## src/rtl/reloj_bcd.sv

```systemverilog
// reloj_bcd: 24-hour BCD wall clock with a one-second prescaler and hour/minute set buttons.
// Ports:
//   clk              system clock, all state changes on its rising edge
//   reset            asynchronous active-low reset
//   run              1 = timekeeping advances, 0 = prescaler and seconds frozen
//   btn_hora         raw push-button, increments hours
//   btn_min          raw push-button, increments minutes and restarts the second
//   hora_d, hora_u   BCD hour digits (00..23)
//   min_d, min_u     BCD minute digits (00..59)
//   dp_blink         1 during the first half of each second
//   tick_min         one-cycle pulse after every natural minute rollover
module reloj_bcd #(
    parameter int unsigned SEC_DIV     = 100_000_000,
    parameter int unsigned SYNC_STAGES = 2
) (
    input  logic       clk,
    input  logic       reset,
    input  logic       run,
    input  logic       btn_hora,
    input  logic       btn_min,
    output logic [3:0] hora_d,
    output logic [3:0] hora_u,
    output logic [3:0] min_d,
    output logic [3:0] min_u,
    output logic       dp_blink,
    output logic       tick_min
);

    localparam int unsigned PW = (SEC_DIV > 1) ? $clog2(SEC_DIV) : 1;
    localparam logic [PW-1:0] PRE_LAST = PW'(SEC_DIV - 1);
    localparam logic [PW-1:0] PRE_HALF = PW'(SEC_DIV / 2);

    logic [SYNC_STAGES-1:0] sync_h, sync_m;
    logic                   prev_h, prev_m;
    logic [SYNC_STAGES:0]   ready;
    logic                   pulse_h, pulse_m;

    logic [PW-1:0] presc, presc_n;
    logic [5:0]    sec, sec_n;
    logic [3:0]    hd_n, hu_n, md_n, mu_n;
    logic          dp_n, tick_n;
    logic          tick_sec, min_carry, hour_carry;

    // Button synchronisers and edge detectors. 'ready' masks pulses until the
    // chain holds real samples, so a button held through reset release is ignored.
    always_ff @(posedge clk or negedge reset) begin
        if (!reset) begin
            sync_h <= '0;
            sync_m <= '0;
            prev_h <= 1'b0;
            prev_m <= 1'b0;
            ready  <= '0;
        end else begin
            sync_h <= {sync_h[SYNC_STAGES-2:0], btn_hora};
            sync_m <= {sync_m[SYNC_STAGES-2:0], btn_min};
            prev_h <= sync_h[SYNC_STAGES-1];
            prev_m <= sync_m[SYNC_STAGES-1];
            ready  <= {ready[SYNC_STAGES-1:0], 1'b1};
        end
    end

    assign pulse_h = sync_h[SYNC_STAGES-1] & ~prev_h & ready[SYNC_STAGES];
    assign pulse_m = sync_m[SYNC_STAGES-1] & ~prev_m & ready[SYNC_STAGES];

    // Next-state: every digit settles in one edge, so no intermediate value shows.
    always_comb begin
        presc_n    = presc;
        sec_n      = sec;
        hd_n       = hora_d;
        hu_n       = hora_u;
        md_n       = min_d;
        mu_n       = min_u;
        tick_n     = 1'b0;
        hour_carry = 1'b0;
        tick_sec   = run && (presc == PRE_LAST);
        min_carry  = tick_sec && (sec == 6'd59);

        if (run) begin
            presc_n = tick_sec ? '0 : presc + PW'(1);
        end
        if (tick_sec) begin
            sec_n = min_carry ? 6'd0 : sec + 6'd1;
        end

        // A press and a natural carry in the same cycle advance minutes once;
        // the press wins, so no hour carry and no tick_min.
        if (pulse_m || min_carry) begin
            if (min_u == 4'd9) begin
                mu_n = 4'd0;
                md_n = (min_d == 4'd5) ? 4'd0 : min_d + 4'd1;
            end else begin
                mu_n = min_u + 4'd1;
            end
            if (!pulse_m) begin
                tick_n     = 1'b1;
                hour_carry = (min_d == 4'd5) && (min_u == 4'd9);
            end
        end
        if (pulse_m) begin
            sec_n   = 6'd0;
            presc_n = '0;
        end

        if (pulse_h || hour_carry) begin
            if (hora_d == 4'd2 && hora_u == 4'd3) begin
                hd_n = 4'd0;
                hu_n = 4'd0;
            end else if (hora_u == 4'd9) begin
                hd_n = hora_d + 4'd1;
                hu_n = 4'd0;
            end else begin
                hu_n = hora_u + 4'd1;
            end
        end

        // dp_blink registered from the next prescaler value so it always matches presc.
        dp_n = (presc_n < PRE_HALF);
    end

    // Timekeeping state and registered outputs.
    always_ff @(posedge clk or negedge reset) begin
        if (!reset) begin
            presc    <= '0;
            sec      <= 6'd0;
            hora_d   <= 4'd0;
            hora_u   <= 4'd0;
            min_d    <= 4'd0;
            min_u    <= 4'd0;
            dp_blink <= 1'b1;
            tick_min <= 1'b0;
        end else begin
            presc    <= presc_n;
            sec      <= sec_n;
            hora_d   <= hd_n;
            hora_u   <= hu_n;
            min_d    <= md_n;
            min_u    <= mu_n;
            dp_blink <= dp_n;
            tick_min <= tick_n;
        end
    end

endmodule

```

## config.mk

```make
export PLATFORM = sky130hd
export DESIGN_NAME = reloj_bcd
export DESIGN_NICKNAME = d
export VERILOG_FILES = /design/src/rtl/reloj_bcd.sv
export SDC_FILE = /design/constraint.sdc
export NUM_CORES = 1
export LEC_CHECK = 0
export BUFFER_PORTS_ARGS = -buffer_cell sky130_fd_sc_hd__buf_2
export CAP_MARGIN = 10
export CORE_ASPECT_RATIO = 0.6
export CORE_MARGIN = 5
export CORE_UTILIZATION = 60
export CTS_CLUSTER_SIZE = 8
export DETAILED_ROUTE_END_ITERATION = 12
export PLACE_DENSITY_LB_ADDON = 0.1
export SLEW_MARGIN = 30
export SYNTH_ARGS = -nofsm -noshare
export SYNTH_HDL_FRONTEND = slang
export SYNTH_SLANG_ARGS = --single-unit
```

## constraint.sdc

```tcl
create_clock -name clk -period 4 [get_ports clk]
set_clock_uncertainty 0.05 [all_clocks]
set_input_delay 0.6 -clock clk [delete_from_list [all_inputs] [get_ports clk]]
set_output_delay 0.6 -clock clk [all_outputs]
set_load 0.02 [all_outputs]
```

==> impl_metrics.tcl, run 1 <==
set metrics [dict create \
    syn-cell-area_um2 3110 \
    antenna_found_initial 0 \
    synth-seq-cells 60 \
    slowest_stage "dfrtp_1" \
    cts_buffers 9 \
    start_util 0.618 \
    dieArea_um2 6770 \
    crit_path_end_kind "flop" \
    post_cts_buffers 0 \
    yosysUniqueCellTypes 54 \
    path_cells "ha_1, and4_4, nand3_4, nor4b_2, a31oi_2, or2_1, o31ai_1" \
    critPathTopFamily "simple AND/OR/NAND/NOR gates" \
    power_density_nw_per_um2 437 \
    num_vias 2355 \
    io_pins 23 \
    ir_drop_uv 325 \
    cp_max_fo 9 \
    fin_cells 406 \
    setup_viol 0 \
    die_x_um 103 \
    grt_max_degree 34 \
    synth-simple-area-share 0.282 \
    clockRootBuffer "clkbuf_8" \
    wl_per_cell_um 16.2 \
    crit_buf_inv 0 \
    dp.cells 391 \
    synth_xor_area_frac 0.0788 \
    portBuffers 22 \
    synth-compound-area-share 0.101 \
    ctsResizeCount 0 \
    grt_overflow 0 \
    clock_path_buffers 2 \
    cts_tree "yes" \
    yosysSeqAreaShare 0.483 \
    fin_nets 347 \
    r2r_end "hora_u[3]" \
    yosys.area.top_type "dfrtp_1" \
    crit_type "reg2reg" \
    yosysWarnings 0 \
    syn_nets 320 \
    ys_async_sr_fraction 1.00 \
    r2r-start "presc[0]" \
    rrSetupSlack_ps 1530 \
    rows 20 \
    gp_congestion 0.951 \
    dr.first_iter.drc_count 226 \
    synth_edf_count 0 \
    synthAdderAreaFrac 0.0241 \
    cap_violations 0 \
    r2r_cells 7 \
    leakagePower_nw 1.57 \
    coreArea_um2 5030 \
    h-tree-depth 3 \
    avgSynthCellArea_um2 10.1 \
    ys.flop_type "dfrtp_1" \
    cts.sinks 60 \
    netlist.area_leader.share 0.475 \
    clk_pin_slew_ps 60 \
    cp-start-kind "flop" \
    hpwl_um 4780 \
    drc_errors 0 \
    synthCells 309 \
    clk_latency_ps 330 \
    arrival_ps 2660 \
    grt_pass1_wl_um 11200 \
    slew_violations 0 \
    antenna_cells 0 \
    synthMuxAreaShare 0.00965 \
    netlist_top_cells_area "dfrtp_1 (47%), xor2_1 (5.1%), nor2_1 (3.7%), o21ai_0 (3.1%), nand2_1 (3.0%)" \
    first_pass_iters 4 \
    critical_path_required_ps 4190 \
    cts_hold_buf 0 \
    cp_slowest_stage_delay_ps 450 \
    slew_headroom 0.576 \
    synthToLayoutAreaGrowth_pct 11.4 \
    layout_worst_path_cycle_share 0.617 \
    drive_gt1_frac 0.171 \
    rsz0062_at_grt "no" \
    finalWirelength_um 6580 \
    vias_per_cell 5.80 \
    drtAntennaViolNets 0 \
    max_freq_mhz 405 \
    synth_top_family_by_area "simple AND/OR/NAND/NOR gates" \
    fin_crit_ps 2470 \
    grt_pass1_vias 2231 \
    setup_tns_ps 0 \
    worst_pin_slew_ps 637 \
    hold_viol_final 0 \
    hold_path_class "in2async" \
    track_usage 0.217 \
    outcome "finished, final reports clean" \
    die_h_um 65.8 \
]
routing by layer:
layer	share of wire	wire length, µm	global-route usage
met3	0.080	527	0.0738
met4	0.0091	60	0.0517
met5	0	0	0
met2	0.40	2620	0.283
met1	0.51	3370	0.342
flip-flops by register name, indices dropped and copies added, names as in the netlist, 3 cells and up:
name	count
min_u	4
sec	6
hora_u	4
presc	27
ready	3
min_d	4
hora_d	4
synthesized netlist by cell type, drive strengths merged (3+ instances only):
| master | number |
|---|---|
| and4 | 6 |
| a21oi | 7 |
| nand2 | 25 |
| nand4 | 13 |
| o31ai | 8 |
| and3 | 7 |
| nor4 | 6 |
| mux2i | 3 |
| ha | 6 |
| xor2 | 18 |
| xnor2 | 10 |
| nor2 | 31 |
| clkbuf | 3 |
| or3 | 4 |
| o21ai | 20 |
| or2 | 5 |
| nor2b | 4 |
| dfrtp | 59 |
| nand2b | 6 |
| nand3 | 19 |
| buf | 6 |
| nor3 | 10 |
| inv | 5 |
per-stage QoR:
stage	area [µm²]	hold slack (ps)	total power, mW	setup slack (ps)	util
after detailed placement	3280	285	1.01	1480	0.652
after global routing	3460	288	1.60	1380	0.689
after CTS	3460	250	1.53	1540	0.689
after global placement	3280	282	0.994	1600	0.652
final	3460	236	1.51	1530	0.689
after floorplan	3110	254	0.905	1860	-
where the power goes:
| group | total (mW) | switching (mW) | leakage, nW | internal, mW |
|---|---|---|---|---|
| registers | 0.754 | 0.0880 | 0.794 | 0.666 |
| logic | 0.242 | 0.149 | 0.680 | 0.0925 |
| clock network | 0.517 | 0.216 | 0.0935 | 0.301 |
| total | 1.51 | 0.453 | 1.57 | 1.06 |
cells by family after synthesis:
group,after synthesis
and+or+nand+nor,150
DFF,60
AOI/OAI and AO/OA,47
xor gates and xnor gates,28
buffers and inverters,14
adders and majority gates,6
muxes,3
other,1
cell usage in the layout (no fill, tap or decap), drive strengths merged, types with 5 or more instances in the layout:
master	instances
dfrtp	59
xor2	18
nor3	10
or2	5
nor4	6
nand4	13
and3	7
nand3	19
nor2	31
o31ai	8
inv	5
o21ai	20
buf	25
nand2b	6
nand2	25
ha	6
clkbuf	13
xnor2	10
a21oi	7
and4	6
how the worst max path moves through the flow:
stage               from   endpoint  slack [ps]  cells past startpoint
2_1_floorplan  hora_d[0]  hora_d[2]        1860                      8
5_1_grt         presc[0]   min_d[3]        1380                      8
3_5_place_dp         run   dp_blink        1480                      8
4_1_cts         presc[0]  hora_u[3]        1540                      7
6_report        presc[0]  hora_u[3]        1530                      7
3_3_place_gp         run   dp_blink        1600                      8
final cells by class:
cell class | instances | area (µm²)
repair buffers | 25 | 133
well taps | 66 | 82.6
fillers | 397 | 1570
clock inverters | 2 | 35.0
clock buffers | 13 | 149
multi-input cells | 235 | 1540
flip-flops and latches | 60 | 1500
inverters | 5 | 18.8
worst register-to-register path, delay by kind of cell, from the launching register on:
kind                     cells  cell delay, ps
AO/OA/AOI/OAI                2             490
adder cells (fa/ha/maj)      1             290
flip-flops                   1             450
AND/OR/NAND/NOR              4            1100
No activity file was read; power rests on OpenSTA's default activity.
==> run 2, diff against run 1 <==
--- a/config.mk
+++ b/config.mk
@@ -9,7 +9,7 @@
 export CAP_MARGIN = 10
 export CORE_ASPECT_RATIO = 0.6
 export CORE_MARGIN = 5
-export CORE_UTILIZATION = 60
+export CORE_UTILIZATION = 54
 export CTS_CLUSTER_SIZE = 8
 export DETAILED_ROUTE_END_ITERATION = 12
 export PLACE_DENSITY_LB_ADDON = 0.1
==> constraint.sdc (replaced) <==
create_clock -name clk -period 2.1 [get_ports clk]
set_clock_uncertainty 0.05 [all_clocks]
set_input_delay 0.315 -clock clk [delete_from_list [all_inputs] [get_ports clk]]
set_output_delay 0.315 -clock clk [all_outputs]
set_load 0.02 [all_outputs]
==> run 2 against run 1 <==
- the run now ends with setup timing left
- clock-buffer cell count fell by 4
- register-to-register slack got worse by 1500 ps
- cell area rose by 22%
- sequential power rose by 87%
- first-iteration DRC count fell by 22%
- maximum frequency rose by 17%
- sequential share of layout area fell by 7.7 points
- flip-flop and latch count did not move
==> impl_metrics.tcl, run 2 (synthesized netlist as in run 1, its figures left out) <==
set metrics [dict create \
    synthToLayoutAreaGrowth_pct 36.0 \
    drt-met1-wl_um 4020 \
    drc_errors 0 \
    h-tree-depth 3 \
    first_pass_iters 4 \
    start_util 0.558 \
    multi_input_area_um2 1740 \
    worst_slack_ps -16.6 \
    cts_tree "yes" \
    clk_latency_ps 340 \
    setup_tns_ps -69.2 \
    outcome "complete, but fails checks" \
    layout_common_cells "buf_4 (63), dfrtp_1 (54), nor2_1 (29), nand2_1 (25), buf_2 (22)" \
    drtAntennaViolNets 0 \
    antenna_found_initial 0 \
    rows 21 \
    cts.sinks 60 \
    finalWirelength_um 7940 \
    num_vias 2697 \
    met2_length_um 3420 \
    ir_drop_uv 458 \
    slew_violations 0 \
    antenna_cells 0 \
    fin_area_um2 4230 \
    final_common_cell "buf_4" \
    power_density_nw_per_um2 746 \
    worst_pin_slew_ps 502 \
    cts_buffers 9 \
    clockRootBuffer "clkbuf_8" \
    portBuffers 22 \
    drive_gt1_frac 0.386 \
    startpoint "sec[0]" \
    slew_headroom 0.665 \
    grt_overflow 0 \
    rrSetupSlack_ps -20 \
    utilization 0.759 \
    power.total_mw 3.16 \
    arrival_ps 2340 \
    setup_viol 6 \
    fin_nets 413 \
    gp_congestion 0.901 \
    track_usage 0.225 \
    io_pins 23 \
    grt_pass1_wl_um 12700 \
    crit_type "reg2reg" \
    dr.first_iter.drc_count 177 \
    cp_max_fo 7 \
    die_h_um 68.8 \
    layout_worst_path_cycle_share 1.01 \
    clock_path_buffers 2 \
    worstHoldStart "btn_hora" \
    wl_per_cell_um 16.3 \
    rsz0062_at_grt "yes" \
    hold_path_class "in2reg" \
    fin_crit_ps 2120 \
    max_freq_mhz 472 \
    dr_wl_met3_um 449 \
    vias_per_cell 5.54 \
    critical_path_required_ps 2320 \
    regArea_um2 1510 \
    fillers 388 \
    cap_violations 0 \
    coreArea_um2 5570 \
    r2r-start "sec[0]" \
    top_regs "presc (27), sec (6)" \
    largest_register "presc" \
    die_x_um 108 \
    violations "setup timing" \
    placed_cell_area_um2 3740 \
    grt_pass1_vias 2551 \
    maxUsedRoutingLayer "met4" \
    hpwl_um 5590 \
    cp-start-kind "flop" \
    leakagePower_nw 1.99 \
    crit_path_end_kind "flop" \
    largest_register_ffs 27 \
    dieArea_um2 7430 \
    grt_max_degree 43 \
    clk_pin_slew_ps 80 \
    hold_viol_final 0 \
]
[run 2: metal layers]
metal | vias to the layer above | global-route usage
met2 | 83 | 0.320
met1 | 1304 | 0.337
met3 | 6 | 0.0595
met4 | 0 | 0.0693
met5 | - | 0
li1 | 1304 | -
[run 2: where the power goes]
group	total [mW]	leakage (nW)	switching, mW	internal [mW]
Combinational	0.693	1.10	0.386	0.306
Clock	1.06	0.104	0.505	0.554
Sequential	1.41	0.786	0.137	1.27
[run 2: area by class of cell]
cell class | instances | share of cell area
Clock buffer | 9 | 0.0293
Clock inverter | 7 | 0.0177
Inverter | 5 | 0.00444
Multi-Input combinational cell | 235 | 0.411
Sequential cell | 60 | 0.357
Tap cell | 80 | 0.0237
Timing Repair Buffer | 91 | 0.158
[run 2: worst paths after layout]
| check | to | cells past startpoint |
|---|---|---|
| min | sync_h[0] | 1 |
| min reg2reg | sync_m[1] | 0 |
| max in group asynchronous | dp_blink | 3 |
| max | min_d[0] | 8 |
| min in group asynchronous | presc[1] | 2 |
| max reg2reg | min_d[0] | 8 |
[run 2: critical path: stages (launching register included)]
cell     delay (ps)
dfrtp_1         440
ha_1            230
nand4_1         110
nor2_1          210
nor4b_4         330
or2_4           240
nand2_1         120
nor3_2          160
xor2_1          160
[run 2: what timing repair did]
action,CTS,global route
endpoints found under the hold margin,18,0
resized for setup,7,40
buffers inserted,7,4
hold buffers,1,0
setup endpoints to repair,13,23
pin swaps,13,10
[run 2: per-stage QoR]
stage | cells | worst slack, ps | hold WS [ps]
floorplan | 309 | -2.15 | -30.6
global placement | 459 | -38.5 | 256
detailed placement | 459 | -136 | 257
CTS | 483 | -21.7 | 21.1
global route | 487 | -192 | 10.8
finish | 487 | -16.6 | 31.0
==> run 3, diff against run 2 <==
--- a/config.mk
+++ b/config.mk
@@ -12,8 +12,10 @@
 export CORE_UTILIZATION = 54
 export CTS_CLUSTER_SIZE = 8
 export DETAILED_ROUTE_END_ITERATION = 12
+export HOLD_SLACK_MARGIN = 0.15
 export PLACE_DENSITY_LB_ADDON = 0.1
 export SLEW_MARGIN = 30
 export SYNTH_ARGS = -nofsm -noshare
 export SYNTH_HDL_FRONTEND = slang
 export SYNTH_SLANG_ARGS = --single-unit
+export TNS_END_PERCENT = 30
==> run 3 against run 2 <==
- the flow still finishes with violations (setup timing)
- sequential power hardly changed
- cell area is 3.0% higher
- cell count is 2.7% higher
- maximum frequency is 3.4% lower
- register-to-register slack worse by 80 ps
- wire length is 4.4% higher
- first-iteration DRC count is 5.1% higher
- clock-buffer cell count stayed put
- setup slack worse by 76 ps
- highest routed layer unchanged
==> impl_metrics.tcl, run 3 (synthesized netlist as in run 1, its figures left out) <==
set metrics [dict create \
    outcome "complete, but fails checks" \
    violations "setup timing" \
    grt_pass1_wl_um 12900 \
    cp_max_fo 3 \
    layout_common_cells "buf_4 (74), dfrtp_1 (54), nor2_1 (30), nand2_1 (23), buf_2 (22)" \
    critical_path_required_ps 2340 \
    num_vias 2779 \
    clk_pin_slew_ps 70 \
    layout_worst_path_cycle_share 1.04 \
    finalWirelength_um 8290 \
    rsz0062_at_grt "yes" \
    r2r_end "dp_blink" \
    seq_power_share 0.436 \
    rows 21 \
    coreArea_um2 5570 \
    cp-start-kind "flop" \
    setup_viol 4 \
    clockRootBuffer "clkbuf_8" \
    track_usage 0.231 \
    p_clk_frac 0.358 \
    finalHoldWorstSlack_ps 258 \
    first_pass_iters 5 \
    portBuffers 22 \
    antenna_cells 0 \
    grt_pass1_vias 2608 \
    fin_nets 426 \
    drc_errors 0 \
    die_h_um 68.8 \
    hold_viol_final 0 \
    placed_cell_area_um2 3740 \
    wl_per_cell_um 16.6 \
    cap_violations 0 \
    swShare 0.306 \
    dr.first_iter.drc_count 186 \
    worst_slack_ps -92.2 \
    power_density_nw_per_um2 734 \
    slew_violations 0 \
    max_freq_mhz 456 \
    drtAntennaViolNets 0 \
    rrSetupSlack_ps -90 \
    final_common_cell "buf_4" \
    cts_buffers 9 \
    p_int_mw 2.22 \
    crit_type "reg2reg" \
    largest_register_ffs 27 \
    r2r_cells 8 \
    crit_path_end_kind "flop" \
    cts.sinks 60 \
    clock_path_buffers 2 \
    grt_overflow 0 \
    top_regs "presc (27), sec (6)" \
    cts_tree "yes" \
    hpwl_um 5410 \
    arrival_ps 2430 \
    combPwrFrac 0.206 \
    grt_max_degree 38 \
    vias_per_cell 5.56 \
    antenna_found_initial 0 \
    slew_headroom 0.666 \
    r2r-start "presc[0]" \
    clk_latency_ps 350 \
    die_x_um 108 \
    power.total_mw 3.20 \
    drive_gt1_frac 0.400 \
    h-tree-depth 3 \
    synthToLayoutAreaGrowth_pct 40.1 \
    fin_area_um2 4360 \
    start_util 0.558 \
    gp_congestion 0.878 \
    setup_tns_ps -113 \
    leakagePower_nw 2.09 \
    io_pins 23 \
    worst_pin_slew_ps 499 \
    ir_drop_uv 512 \
    fin_crit_ps 2190 \
    dieArea_um2 7430 \
    largest_register "presc" \
    hold_path_class "in2async" \
    p_sw_mw 0.981 \
]
run 3: area by class of cell:
type	count	area [µm²]
well taps	80	100
multi-input cells	235	1750
clock buffers	9	124
clock inverters	7	91.3
inverters	5	18.8
flip-flops and latches	60	1510
fillers	358	1210
repair buffers	104	761
run 3: power by group through the flow:
stage / sequential [mW] / clock [mW] / combinational (mW)
global placement: 1.40 / 0 / 0.596
global route: 1.42 / 1.21 / 0.724
finish: 1.39 / 1.15 / 0.660
detailed placement: 1.41 / 0 / 0.609
floorplan: 1.52 / 0 / 0.204
CTS: 1.38 / 1.16 / 0.623
run 3: worst max-delay path: stages, from the launching register on:
cell,delay (ps)
dfrtp_1,360
buf_4,120
and4_1,280
nand4_1,290
buf_6,240
xor2_4,170
a211oi_2,100
a311oi_2,340
o21a_1,180
run 3: worst max-delay path by stage:
stage / from / end / depth (start not counted)
floorplan: presc[0] / min_d[2] / 9
finish: presc[0] / dp_blink / 8
global route: presc[17] / hora_d[3] / 7
detailed placement: presc[19] / dp_blink / 8
global placement: presc[19] / dp_blink / 8
CTS: presc[8] / dp_blink / 9
run 3: metal layers:
metal / up-vias / GRT usage / part of all wire
met5: - / 0 / 0
met2: 106 / 0.344 / 0.43
li1: 1318 / - / -
met1: 1340 / 0.336 / 0.49
met3: 15 / 0.0698 / 0.072
met4: 0 / 0.0488 / 0.013
run 3: metrics by stage:
stage               setup WS, ps  utilization  cells
global placement            -110        0.672    464
finish                     -92.2        0.782    500
CTS                        -24.8        0.741    491
floorplan                  -14.7            -    309
global route                -199        0.782    500
detailed placement         -87.9        0.672    464
run 3: repair_timing:
| action | 4_1_cts | 5_1_grt |
|---|---|---|
| pin swaps | 9 | 27 |
| buffers inserted | 8 | 9 |
| setup endpoints to repair | 13 | 28 |
| hold buffers | 3 | 0 |
| gates resized for setup | 12 | 46 |
| hold endpoints to repair | 62 | 0 |
